--- src/rtl/kbd_mouse_pkg.sv ---
// Shared codes for the kbd/mouse event block: event types, modifier keycodes
// and the helper that tracks Ctrl/LAmiga/RAmiga from a keycode byte.
package kbd_mouse_pkg;

    typedef enum logic [1:0] {
        KMS_MOUSE_X = 2'd0,
        KMS_MOUSE_Y = 2'd1,
        KMS_KEYCODE = 2'd2,
        KMS_OSD     = 2'd3
    } kms_type_e;

    localparam logic [6:0] KEY_CTRL    = 7'h63;
    localparam logic [6:0] KEY_LAMIGA  = 7'h66;
    localparam logic [6:0] KEY_RAMIGA  = 7'h67;
    localparam int         KEY_REL_BIT = 7;

    typedef struct packed {
        logic ctrl;
        logic lamiga;
        logic ramiga;
    } mod_flags_t;

    // Bit 7 of the keycode marks a release; non-modifier codes leave flags alone.
    function automatic mod_flags_t mod_update(input mod_flags_t cur, input logic [7:0] code);
        mod_flags_t w_nxt;
        logic       w_press;
        w_nxt   = cur;
        w_press = ~code[KEY_REL_BIT];
        case (code[6:0])
            KEY_CTRL:   w_nxt.ctrl   = w_press;
            KEY_LAMIGA: w_nxt.lamiga = w_press;
            KEY_RAMIGA: w_nxt.ramiga = w_press;
            default:    ;
        endcase
        return w_nxt;
    endfunction

endpackage

--- src/rtl/kms_fifo.sv ---
// Synchronous show-ahead FIFO: head entry and valid visible with no read latency.
// A push into a full FIFO is dropped (o_drop) unless a pop frees a slot that cycle.
module kms_fifo #(
    parameter int DEPTH = 8,
    parameter int WIDTH = 8
) (
    input  logic             clk_sys,
    input  logic             reset,
    input  logic             i_push_vld,
    input  logic [WIDTH-1:0] i_push_dat,
    input  logic             i_pop_rdy,
    output logic [WIDTH-1:0] o_head_dat,
    output logic             o_head_vld,
    output logic             o_drop
);

    localparam int         AW      = $clog2(DEPTH);
    localparam logic [AW:0] PTR_ONE = {{AW{1'b0}}, 1'b1};

    logic [AW:0]      r_wr_ptr;
    logic [AW:0]      r_rd_ptr;
    logic [WIDTH-1:0] r_mem [DEPTH];

    logic w_empty;
    logic w_full;
    logic w_pop;
    logic w_push;

    // Extra wrap bit distinguishes full from empty when the index bits match.
    assign w_empty = (r_wr_ptr == r_rd_ptr);
    assign w_full  = (r_wr_ptr[AW] != r_rd_ptr[AW]) &&
                     (r_wr_ptr[AW-1:0] == r_rd_ptr[AW-1:0]);
    assign w_pop   = i_pop_rdy && !w_empty;
    assign w_push  = i_push_vld && (!w_full || w_pop);

    always_ff @(posedge clk_sys) begin
        if (reset) begin
            r_wr_ptr <= '0;
            r_rd_ptr <= '0;
        end else begin
            if (w_push) r_wr_ptr <= r_wr_ptr + PTR_ONE;
            if (w_pop)  r_rd_ptr <= r_rd_ptr + PTR_ONE;
        end
    end

    always_ff @(posedge clk_sys) begin
        if (w_push) r_mem[r_wr_ptr[AW-1:0]] <= i_push_dat;
    end

    assign o_head_vld = !w_empty;
    assign o_head_dat = w_empty ? '0 : r_mem[r_rd_ptr[AW-1:0]];
    assign o_drop     = i_push_vld && w_full && !w_pop;

endmodule

--- src/rtl/kbd_mouse_events.sv ---
// Decodes level-toggle kbd/mouse byte events into mouse counters, a keycode FIFO,
// OSD key strobe and Ctrl+Amiga+Amiga reset; results land one clock after the event.
module kbd_mouse_events
    import kbd_mouse_pkg::*;
#(
    parameter int FIFO_DEPTH = 8
) (
    input  logic       clk_sys,
    input  logic       reset,
    input  logic       kms_level,
    input  logic [1:0] kms_type,
    input  logic [7:0] kms_data,
    input  logic [2:0] mouse_buttons_in,
    output logic [7:0] mouse_x,
    output logic [7:0] mouse_y,
    output logic [2:0] mouse_btn,
    output logic [7:0] key_data,
    output logic       key_valid,
    input  logic       key_ack,
    output logic       key_ovf,
    output logic [7:0] osd_key,
    output logic       osd_strobe,
    output logic       kbd_reset
);

    logic       r_lvl_q;
    logic [7:0] r_mouse_x;
    logic [7:0] r_mouse_y;
    logic [2:0] r_mouse_btn;
    logic       r_key_ovf;
    logic [7:0] r_osd_key;
    logic       r_osd_strobe;
    logic       r_kbd_reset;
    mod_flags_t r_mods;

    logic       w_event;
    kms_type_e  w_type;
    logic       w_mx_evt;
    logic       w_my_evt;
    logic       w_key_evt;
    logic       w_osd_evt;
    mod_flags_t w_mods_nxt;
    logic       w_drop;
    logic [7:0] w_head_dat;
    logic       w_head_vld;

    assign w_event   = kms_level ^ r_lvl_q;
    assign w_type    = kms_type_e'(kms_type);
    assign w_mx_evt  = w_event && (w_type == KMS_MOUSE_X);
    assign w_my_evt  = w_event && (w_type == KMS_MOUSE_Y);
    assign w_key_evt = w_event && (w_type == KMS_KEYCODE);
    assign w_osd_evt = w_event && (w_type == KMS_OSD);

    // kbd_reset is registered from the post-event flags so it tracks them with no extra lag.
    assign w_mods_nxt = w_key_evt ? mod_update(r_mods, kms_data) : r_mods;

    always_ff @(posedge clk_sys) begin
        r_lvl_q <= kms_level;
        if (reset) begin
            r_mouse_x    <= '0;
            r_mouse_y    <= '0;
            r_mouse_btn  <= '0;
            r_key_ovf    <= 1'b0;
            r_osd_key    <= '0;
            r_osd_strobe <= 1'b0;
            r_kbd_reset  <= 1'b0;
            r_mods       <= '0;
        end else begin
            r_mouse_btn  <= mouse_buttons_in;
            r_osd_strobe <= w_osd_evt;
            r_mods       <= w_mods_nxt;
            r_kbd_reset  <= w_mods_nxt.ctrl & w_mods_nxt.lamiga & w_mods_nxt.ramiga;
            r_key_ovf    <= r_key_ovf | w_drop;
            // Unsigned 8-bit add wraps identically to a signed delta.
            if (w_mx_evt)  r_mouse_x <= r_mouse_x + kms_data;
            if (w_my_evt)  r_mouse_y <= r_mouse_y + kms_data;
            if (w_osd_evt) r_osd_key <= kms_data;
        end
    end

    kms_fifo #(
        .DEPTH (FIFO_DEPTH),
        .WIDTH (8)
    ) u_fifo (
        .clk_sys    (clk_sys),
        .reset      (reset),
        .i_push_vld (w_key_evt),
        .i_push_dat (kms_data),
        .i_pop_rdy  (key_ack),
        .o_head_dat (w_head_dat),
        .o_head_vld (w_head_vld),
        .o_drop     (w_drop)
    );

    assign mouse_x    = r_mouse_x;
    assign mouse_y    = r_mouse_y;
    assign mouse_btn  = r_mouse_btn;
    assign key_data   = w_head_dat;
    assign key_valid  = w_head_vld;
    assign key_ovf    = r_key_ovf;
    assign osd_key    = r_osd_key;
    assign osd_strobe = r_osd_strobe;
    assign kbd_reset  = r_kbd_reset;

endmodule

--- config.mk ---
export PLATFORM = sky130hd
export DESIGN_NAME = kbd_mouse_events
export DESIGN_NICKNAME = d
export VERILOG_FILES = /design/src/rtl/kbd_mouse_pkg.sv /design/src/rtl/kms_fifo.sv /design/src/rtl/kbd_mouse_events.sv
export SDC_FILE = /design/constraint.sdc
export NUM_CORES = 1
export LEC_CHECK = 0
export CAP_MARGIN = 40
export CORE_MARGIN = 4
export CORE_UTILIZATION = 56
export DETAILED_ROUTE_END_ITERATION = 8
export GPL_ROUTABILITY_DRIVEN = 1
export PLACE_DENSITY = 0.87
export SETUP_SLACK_MARGIN = 0.1
export SLEW_MARGIN = 20
export SYNTH_ARGS = -nofsm -noshare
export SYNTH_HDL_FRONTEND = slang
export SYNTH_SLANG_ARGS = --single-unit
--- constraint.sdc ---
create_clock -name clk_sys -period 3.3 [get_ports clk_sys]
set_input_delay 0.33 -clock clk_sys [delete_from_list [all_inputs] [get_ports clk_sys]]
set_output_delay 0.33 -clock clk_sys [all_outputs]
set_load 0.05 [all_outputs]
==> metrics.md, run 1 <==
| Metric | Value |
|---|---|
| Netlist cell types | `42` |
| Global route hottest layer | `met2` |
| Post-CTS Setup Repair Bufs | `0` |
| Antenna violations before repair | `0` |
| Final antenna-violating net count | `0` |
| Vias per cell | `5.82` |
| Int Pwr | `0.00200 W` |
| Synth top area share | `0.401` |
| Reg2Reg Depth | `6` |
| Net Sw Power | `0.000757 W` |
| CTS root buf | `clkbuf_8` |
| Seq pwr share | `0.538` |
| GRT overflow | `0` |
| DR vias | `3216` |
| GR Util met1 | `0.285` |
| Setup repair after global routing missed its margin | `false` |
| TritonCTS buffer count | `9` |
| Peak supply drop | `0.293 mV` |
| Diode count | `0` |
| Row cnt | `33` |
| Clock Sinks | `109` |
| FILL cells | `601` |
| Pre-antenna DRT Iters | `5` |
| Period utilization | `0.898` |
| First-pass GRT wire length | `16.8 mm` |
| Final min period | `2.96 ns` |
| Max Cap Viol | `0` |
| Worst hold slack | `0.484 ns` |
| Nets | `478` |
| GRT Total Usage | `0.217` |
| Die H | `100 um` |
| Largest net degree at the start of global routing | `20` |
| Setup TNS | `0 ns` |
| Critical Path, Cell by Cell | `xnor2_1 > and3_1 > and2_1 > inv_1 > clkdlybuf4s50_1` |
| Buffers and inverters on the worst path | `2` |
| Post-cts resize count | `0` |
| Vias in the first global route | `3387` |
| Worst hold path type | `reg2reg` |
| WL per Instance | `18.2 um` |
| I/O pin cnt | `56` |
| Layout area overhead | `19.4%` |
| Dpl hpwl | `7.07 mm` |
| Signal arrival time at the worst endpoint | `2.63 ns` |
| Port bufs | `55` |
| DRC | `0` |
| Hold Path Depth | `2` |
| Synth Register Bits | `109` |
| H-tree Lvls | `3` |
| Worst-Margin Slew | `0.742 ns` |
| Synth area leaders | `edfxtp_1, dfxtp_1, mux4_2` |
| Clock slew at reported path FFs | `0.10 ns` |
| Crit start category | `flip-flop` |
| Most frequent cells in the layout | `edfxtp_1, clkdlybuf4s50_1, dfxtp_1` |
| Hold Vio Cnt, Final | `0` |
| Share of synthesized flip-flops with an asynchronous set or reset | `0` |
| Total Power | `0.00276 W` |
| Design Area, Final | `0.00572 mm2` |
| Clk Latency, worst-skew pair | `0.37 ns` |
| Synth Instances | `378` |
| Top_reg_cell synth | `edfxtp_1` |
| Pwr per Cell Area | `483 mW/mm2` |
| Warnings, synthesis | `0` |
| Core box area | `0.00826 mm2` |
| Mapped Area | `0.00479 mm2` |
| Placement-stage cell area | `0.00552 mm2` |
| Post-Syn Area per Cell | `12.7 um2` |
| Status | `completed` |
| Sequential fraction of the synthesis area | `0.589` |
| Starting DRT DRC Count | `150` |
| Crit path max-delay family | `buffers and inverters` |
| Setup violation total in the final timing report | `0` |
| Die width | `100 um` |
| GRT met3 Usage | `0.0478` |
| Maximum fanout along the worst path | `11` |
| Initial Utilization | `0.580` |
| Max Freq | `0.338 GHz` |
| Fraction of layout cells with a size suffix above 1 | `0.114` |
| Max Slew Vio Count | `0` |
| Commonest non-fill, non-tap cell in the layout | `edfxtp_1` |
| Cts hold-fix bufs | `0` |
| Endpoint class of the critical path | `primary output` |
| CP max-delay cell | `clkdlybuf4s50_1` |
| Maximum clock insertion buffer count | `2` |
| Final core utilization | `0.692` |
| Critical path class | `reg2out` |
| Full die area | `0.0101 mm2` |
| Clock power frac | `0.293` |
| Syn Nets | `413` |
| Critical path depth | `5` |
| Global-route track usage on met2 | `0.359` |
| Gpl congestion | `0.847` |
| CP max stage delay | `0.74 ns` |
| Switching Fraction | `0.274` |
| Yosys top cell by area | `edfxtp_1` |
| Post-synth EDFFs | `64` |
| WP data required | `2.97 ns` |
| Slew HR | `0.502` |
| Clock Skew | `0.0110 ns` |
| CTS tree | `built` |
| Leakage | `1.97 nW` |
| Routed WL | `10.0 mm` |
| Comb pwr share | `0.169` |
## final cells by class
type	instances	area, um2	area share
clock buffer	10	128	0.0223
clock inverter	6	72.6	0.0127
inverter	10	37.5	0.00656
multi-input combinational	242	1860	0.325
sequential	109	2820	0.494
tap	105	131	0.0230
timing repair buffer	71	671	0.117
## cell usage after synthesis, types with 4 or more instances
cell type / number
nor4b_1: 4
buf_2: 7
o211ai_1: 4
xnor2_1: 12
clkbuf_1: 8
mux4_2: 16
a21oi_1: 21
o21a_1: 4
inv_1: 10
ha_1: 16
nor2_1: 34
edfxtp_1: 64
nand2_1: 31
o21ai_0: 4
a21o_1: 4
a211oi_1: 6
mux2i_1: 16
nor3_1: 7
and3_1: 4
nor2b_1: 7
xor2_1: 5
nor3b_1: 4
dfxtp_1: 45
nand3_1: 14
## worst register-to-register path, stage by stage (launching register included)
cell     delay, ns
dfxtp_1       0.39
xor2_1        0.20
nand3_1       0.27
a21oi_1       0.37
nand2_1       0.14
nor3b_1       0.21
buf_4         0.23
## power by group through the flow
stage / sequential, W / clock [W] / combinational, W
2_1_floorplan: 0.00156 / 0 / 0.000261
3_3_place_gp: 0.00151 / 0 / 0.000457
3_5_place_dp: 0.00152 / 0 / 0.000466
4_1_cts: 0.00148 / 0.000831 / 0.000469
5_1_grt: 0.00149 / 0.000899 / 0.000501
6_report: 0.00148 / 0.000810 / 0.000465
## metal layers
layer | vias to the layer above | share of wire
li1 | 1520 | -
met1 | 1562 | 0.42
met2 | 114 | 0.49
met3 | 20 | 0.065
met4 | 0 | 0.022
met5 | - | 0
## sequential cells by signal, summed over array words and instances, names as in the netlist, named ones only
register	cells
mouse_x	8
r_mods	3
kbd_reset	1
r_lvl_q	1
u_fifo.r_mem	64
key_ovf	1
u_fifo.r_rd_ptr	4
osd_strobe	1
mouse_btn	3
mouse_y	8
u_fifo.r_wr_ptr	4
osd_key	8
## cells by family (layout without fill, tap and decap cells)
group	after synthesis	in the layout	share of synthesized area
XOR/XNOR	17	17	0.0311
flip-flops	109	109	0.589
buffers and inverters	27	97	0.0230
adder cells (fa/ha/maj)	18	18	0.0502
multiplexers	33	33	0.111
AO/OA/AOI/OAI	51	51	0.0687
AND/OR/NAND/NOR	123	123	0.126
## through the flow
| stage | setup WS [ns] | std cells |
|---|---|---|
| final | 0.338 | 553 |
| after global routing | 0.178 | 553 |
| after CTS | 0.321 | 553 |
| after detailed placement | 0.460 | 537 |
| after global placement | 0.604 | 537 |
| after floorplan | 1.00 | 378 |
## worst paths after layout
kind / to / startpoint / slack [ns]
hold / removal: mouse_x[2]$_SDFFE_PP0P_ / mouse_x[2]$_SDFFE_PP0P_ / 0.48
hold reg to reg: mouse_x[2]$_SDFFE_PP0P_ / mouse_x[2]$_SDFFE_PP0P_ / 0.48
setup reg to reg: u_fifo.r_mem[6][2]$_DFFE_PP_ / r_lvl_q$_DFF_P_ / 1.20
setup / recovery: key_valid / u_fifo.r_wr_ptr[0]$_SDFFE_PP0P_ / 0.34
No activity file was read; power rests on OpenSTA's default activity.
==> run 2, diff against run 1 <==
--- a/config.mk
+++ b/config.mk
@@ -5,12 +5,13 @@
 export SDC_FILE = /design/constraint.sdc
 export NUM_CORES = 1
 export LEC_CHECK = 0
+export ABC_AREA = 1
 export CAP_MARGIN = 40
 export CORE_MARGIN = 4
 export CORE_UTILIZATION = 56
 export DETAILED_ROUTE_END_ITERATION = 8
 export GPL_ROUTABILITY_DRIVEN = 1
-export PLACE_DENSITY = 0.87
+export PLACE_DENSITY = 0.86
 export SETUP_SLACK_MARGIN = 0.1
 export SLEW_MARGIN = 20
 export SYNTH_ARGS = -nofsm -noshare
==> run 2 against run 1 <==
Net effect:
- fmax up 1.6%
- combinational power up 17%
- sequential share of layout area down 1.9 points
- clock power up 2%
- critical path type unchanged
==> metrics.md, run 2 <==
| Metric | Value |
|---|---|
| Status | `completed` |
| Vias in the first global route | `3846 (+14%)` |
| Synth area leaders | `edfxtp_1, dfxtp_1, nor2_1` |
| WL per Instance | `15.2 um (-16%)` |
| Diode count | `0 (unchanged)` |
| Initial Utilization | `0.579 (-0.00104)` |
| Top_reg_cell synth | `edfxtp_1` |
| Pre-antenna DRT Iters | `5 (unchanged)` |
| GRT met3 Usage | `0.0362 (-0.0115)` |
| Signal arrival time at the worst endpoint | `2.58 ns (-0.05 ns)` |
| Worst hold slack | `0.465 ns (-0.0191 ns)` |
| GRT overflow | `0 (unchanged)` |
| Most frequent cells in the layout | `nor2_1, o21ai_0, nand2_1` |
| Antenna violations before repair | `0 (unchanged)` |
| Reg2Reg Depth | `6 (unchanged)` |
| Clock slew at reported path FFs | `0.10 ns (about the same)` |
| Yosys top cell by area | `edfxtp_1` |
| Xor and xnor fraction of the mapped netlist area | `0.0220 (-0.00914)` |
| Commonest non-fill, non-tap cell in the layout | `nor2_1` |
| Synth Instances | `555 (+47%)` |
| Simple-gate share of the synthesized area | `0.206 (+0.0795)` |
| Layout area overhead | `17.3%` |
| Largest register FFs | `64 (unchanged)` |
| Mapped Area | `0.00507 mm2 (+5.9%)` |
| Netlist cell types | `36 (-14%)` |
| Final antenna-violating net count | `0 (unchanged)` |
| First-pass GRT wire length | `18.0 mm (+7.1%)` |
| Cts hold-fix bufs | `0 (unchanged)` |
| CTS tree | `built` |
| Worst hold path type | `in2reg` |
| Largest net degree at the start of global routing | `33 (+65%)` |
| Setup violation total in the final timing report | `0 (unchanged)` |
| Nets | `648 (+36%)` |
| Multiplexer area fraction after synthesis | `0 (-0.111)` |
| Row cnt | `34 (+3.0%)` |
| Finished Layout Cells | `726 (+31%)` |
| Worst-Margin Slew | `0.743 ns (+0.00131 ns)` |
| Max Slew Vio Count | `0 (unchanged)` |
| Final min period | `2.91 ns (-0.0474 ns)` |
| Peak supply drop | `0.265 mV (-9.6%)` |
| Design Area, Final | `0.00595 mm2 (+4.0%)` |
| Placement-stage cell area | `0.00575 mm2 (+4.1%)` |
| Syn Nets | `590 (+43%)` |
| Setup repair after global routing missed its margin | `false` |
| Leakage | `2.36 nW (+20%)` |
| Setup TNS | `0 ns (unchanged)` |
| Synth Register Bits | `109 (unchanged)` |
| Maximum clock insertion buffer count | `2 (unchanged)` |
| Endpoint class of the critical path | `primary output` |
| FILL cells | `691 (+15%)` |
| TritonCTS buffer count | `9 (unchanged)` |
| H-tree Lvls | `3 (unchanged)` |
| Hold Path Depth | `3 (+1)` |
| Global-route track usage on met2 | `0.362 (+0.00329)` |
| Post-synth top cells | `nor2_1, o21ai_0, nand2_1` |
| Maximum fanout along the worst path | `18 (+7)` |
| Crit start category | `flip-flop` |
| Synth top area share | `0.379 (-0.0225)` |
| WP data required | `2.97 ns (about the same)` |
| Fraction of layout cells with a size suffix above 1 | `0.0728 (-0.0410)` |
| CTS root buf | `clkbuf_8` |
| Clock Skew | `0.0138 ns (+0.00283 ns)` |
| Largest family of logic cells by synthesized area | `simple AND/OR/NAND/NOR gates` |
| Core box area | `0.00876 mm2 (+6.1%)` |
| Sequential fraction of the synthesis area | `0.556 (-0.0330)` |
| Share of synthesized flip-flops with an asynchronous set or reset | `0 (unchanged)` |
| Full die area | `0.0106 mm2 (+5.4%)` |
| Die H | `103 um (+2.7%)` |
| Max Cap Viol | `0 (unchanged)` |
| Vias per cell | `5.45 (-6.3%)` |
| Pwr per Cell Area | `482 mW/mm2 (about the same)` |
| Post-synth EDFFs | `64 (unchanged)` |
| Dpl hpwl | `8.00 mm (+13%)` |
| Global route hottest layer | `met2` |
| Post-synthesis compound-gate area fraction | `0.109 (+0.0401)` |
| Clock Sinks | `109 (unchanged)` |
| GRT Total Usage | `0.219 (+0.00270)` |
| GR Util met1 | `0.288 (+0.00267)` |
| Max Freq | `0.343 GHz (+1.6%)` |
| DR vias | `3958 (+23%)` |
| Post-cts resize count | `0 (unchanged)` |
| Inst Count DP | `710 (+32%)` |
| Routed WL | `11.0 mm (+9.9%)` |
| Port bufs | `55 (unchanged)` |
| Critical path class | `reg2out` |
| Gpl congestion | `0.864 (+2.0%)` |
| Most numerous cell in the Yosys netlist | `nor2_1` |
| DRC | `0 (unchanged)` |
| Warnings, synthesis | `0 (unchanged)` |
| Hold Vio Cnt, Final | `0 (unchanged)` |
| Adder-Cell Fraction of Synth Area | `0.0474 (-0.00281)` |
| Period utilization | `0.883 (-0.0144)` |
| Die width | `103 um (+2.7%)` |
| Clk Latency, worst-skew pair | `0.38 ns (about the same)` |
| Slew HR | `0.503 (+0.00110)` |
| Post-CTS Setup Repair Bufs | `0 (unchanged)` |
| Starting DRT DRC Count | `233 (+55%)` |
| I/O pin cnt | `56 (unchanged)` |
| Total Power | `0.00287 W (+4.0%)` |
| Post-Syn Area per Cell | `9.14 um2 (-28%)` |
run 2: cell types whose count changed after synthesis, sizes merged, moves of 5 or more:
cell,change
nand3,+17
nor2,+93
o21ai,+72
mux2i,-16
mux4,-16
nor2b,-7
xnor2,-10
a211oi,-6
nand2,+39
inv,+43
nor3,-5
run 2: cells by family after synthesis:
kind of cell | after synthesis
adder cells (fa/ha/maj) | 18
AO/OA/AOI/OAI | 106
AND/OR/NAND/NOR | 238
buffers and inverters | 73
flip-flops | 109
XOR/XNOR | 11
run 2: worst paths after layout:
| check | slack (ns) | to | from |
|---|---|---|---|
| max | 0.39 | key_data[1] | flip-flop |
| min | 0.47 | mouse_btn[0]$_SDFF_PP0_ | mouse_buttons_in[0] |
| max reg2reg | 1.19 | u_fifo.r_mem[0][2]$_DFFE_PP_ | r_lvl_q$_DFF_P_ |
| min reg2reg | 0.47 | key_ovf$_SDFF_PP0_ | key_ovf$_SDFF_PP0_ |
run 2: where the power goes:
group	internal, W	switching [W]
logic	0.000181	0.000361
clock network	0.000362	0.000466
registers	0.00147	0.0000292
total	0.00201	0.000856
run 2: cell type report:
cell class	instances	area, um2	share of cell area
Clock buffer	9	124	0.0208
Clock inverter	7	80.1	0.0135
Inverter	53	199	0.0334
Multi-Input combinational cell	373	1950	0.327
Sequential cell	109	2820	0.474
Tap cell	108	135	0.0227
Timing Repair Buffer	67	641	0.108
run 2: metal layers:
| metal | vias to the layer above | share of wire |
|---|---|---|
| met4 | 0 | 0.019 |
| li1 | 1961 | - |
| met5 | - | 0 |
| met3 | 19 | 0.068 |
| met2 | 159 | 0.48 |
| met1 | 1819 | 0.43 |
run 2: critical path: stages, from the launching register on:
cell             delay [ns]
dfxtp_1                0.66
buf_4                  0.24
nor2_1                 0.06
nor2_1                 0.08
o21ai_0                0.08
o21ai_0                0.08
o21ai_0                0.10
nor2_1                 0.11
clkdlybuf4s50_1        0.81
run 2: per-stage QoR:
step                setup slack (ns)   util
CTS                            0.388  0.679
global placement               0.761  0.656
floorplan                       1.24      -
global route                   0.177  0.679
finish                         0.386  0.679
detailed placement             0.665  0.656
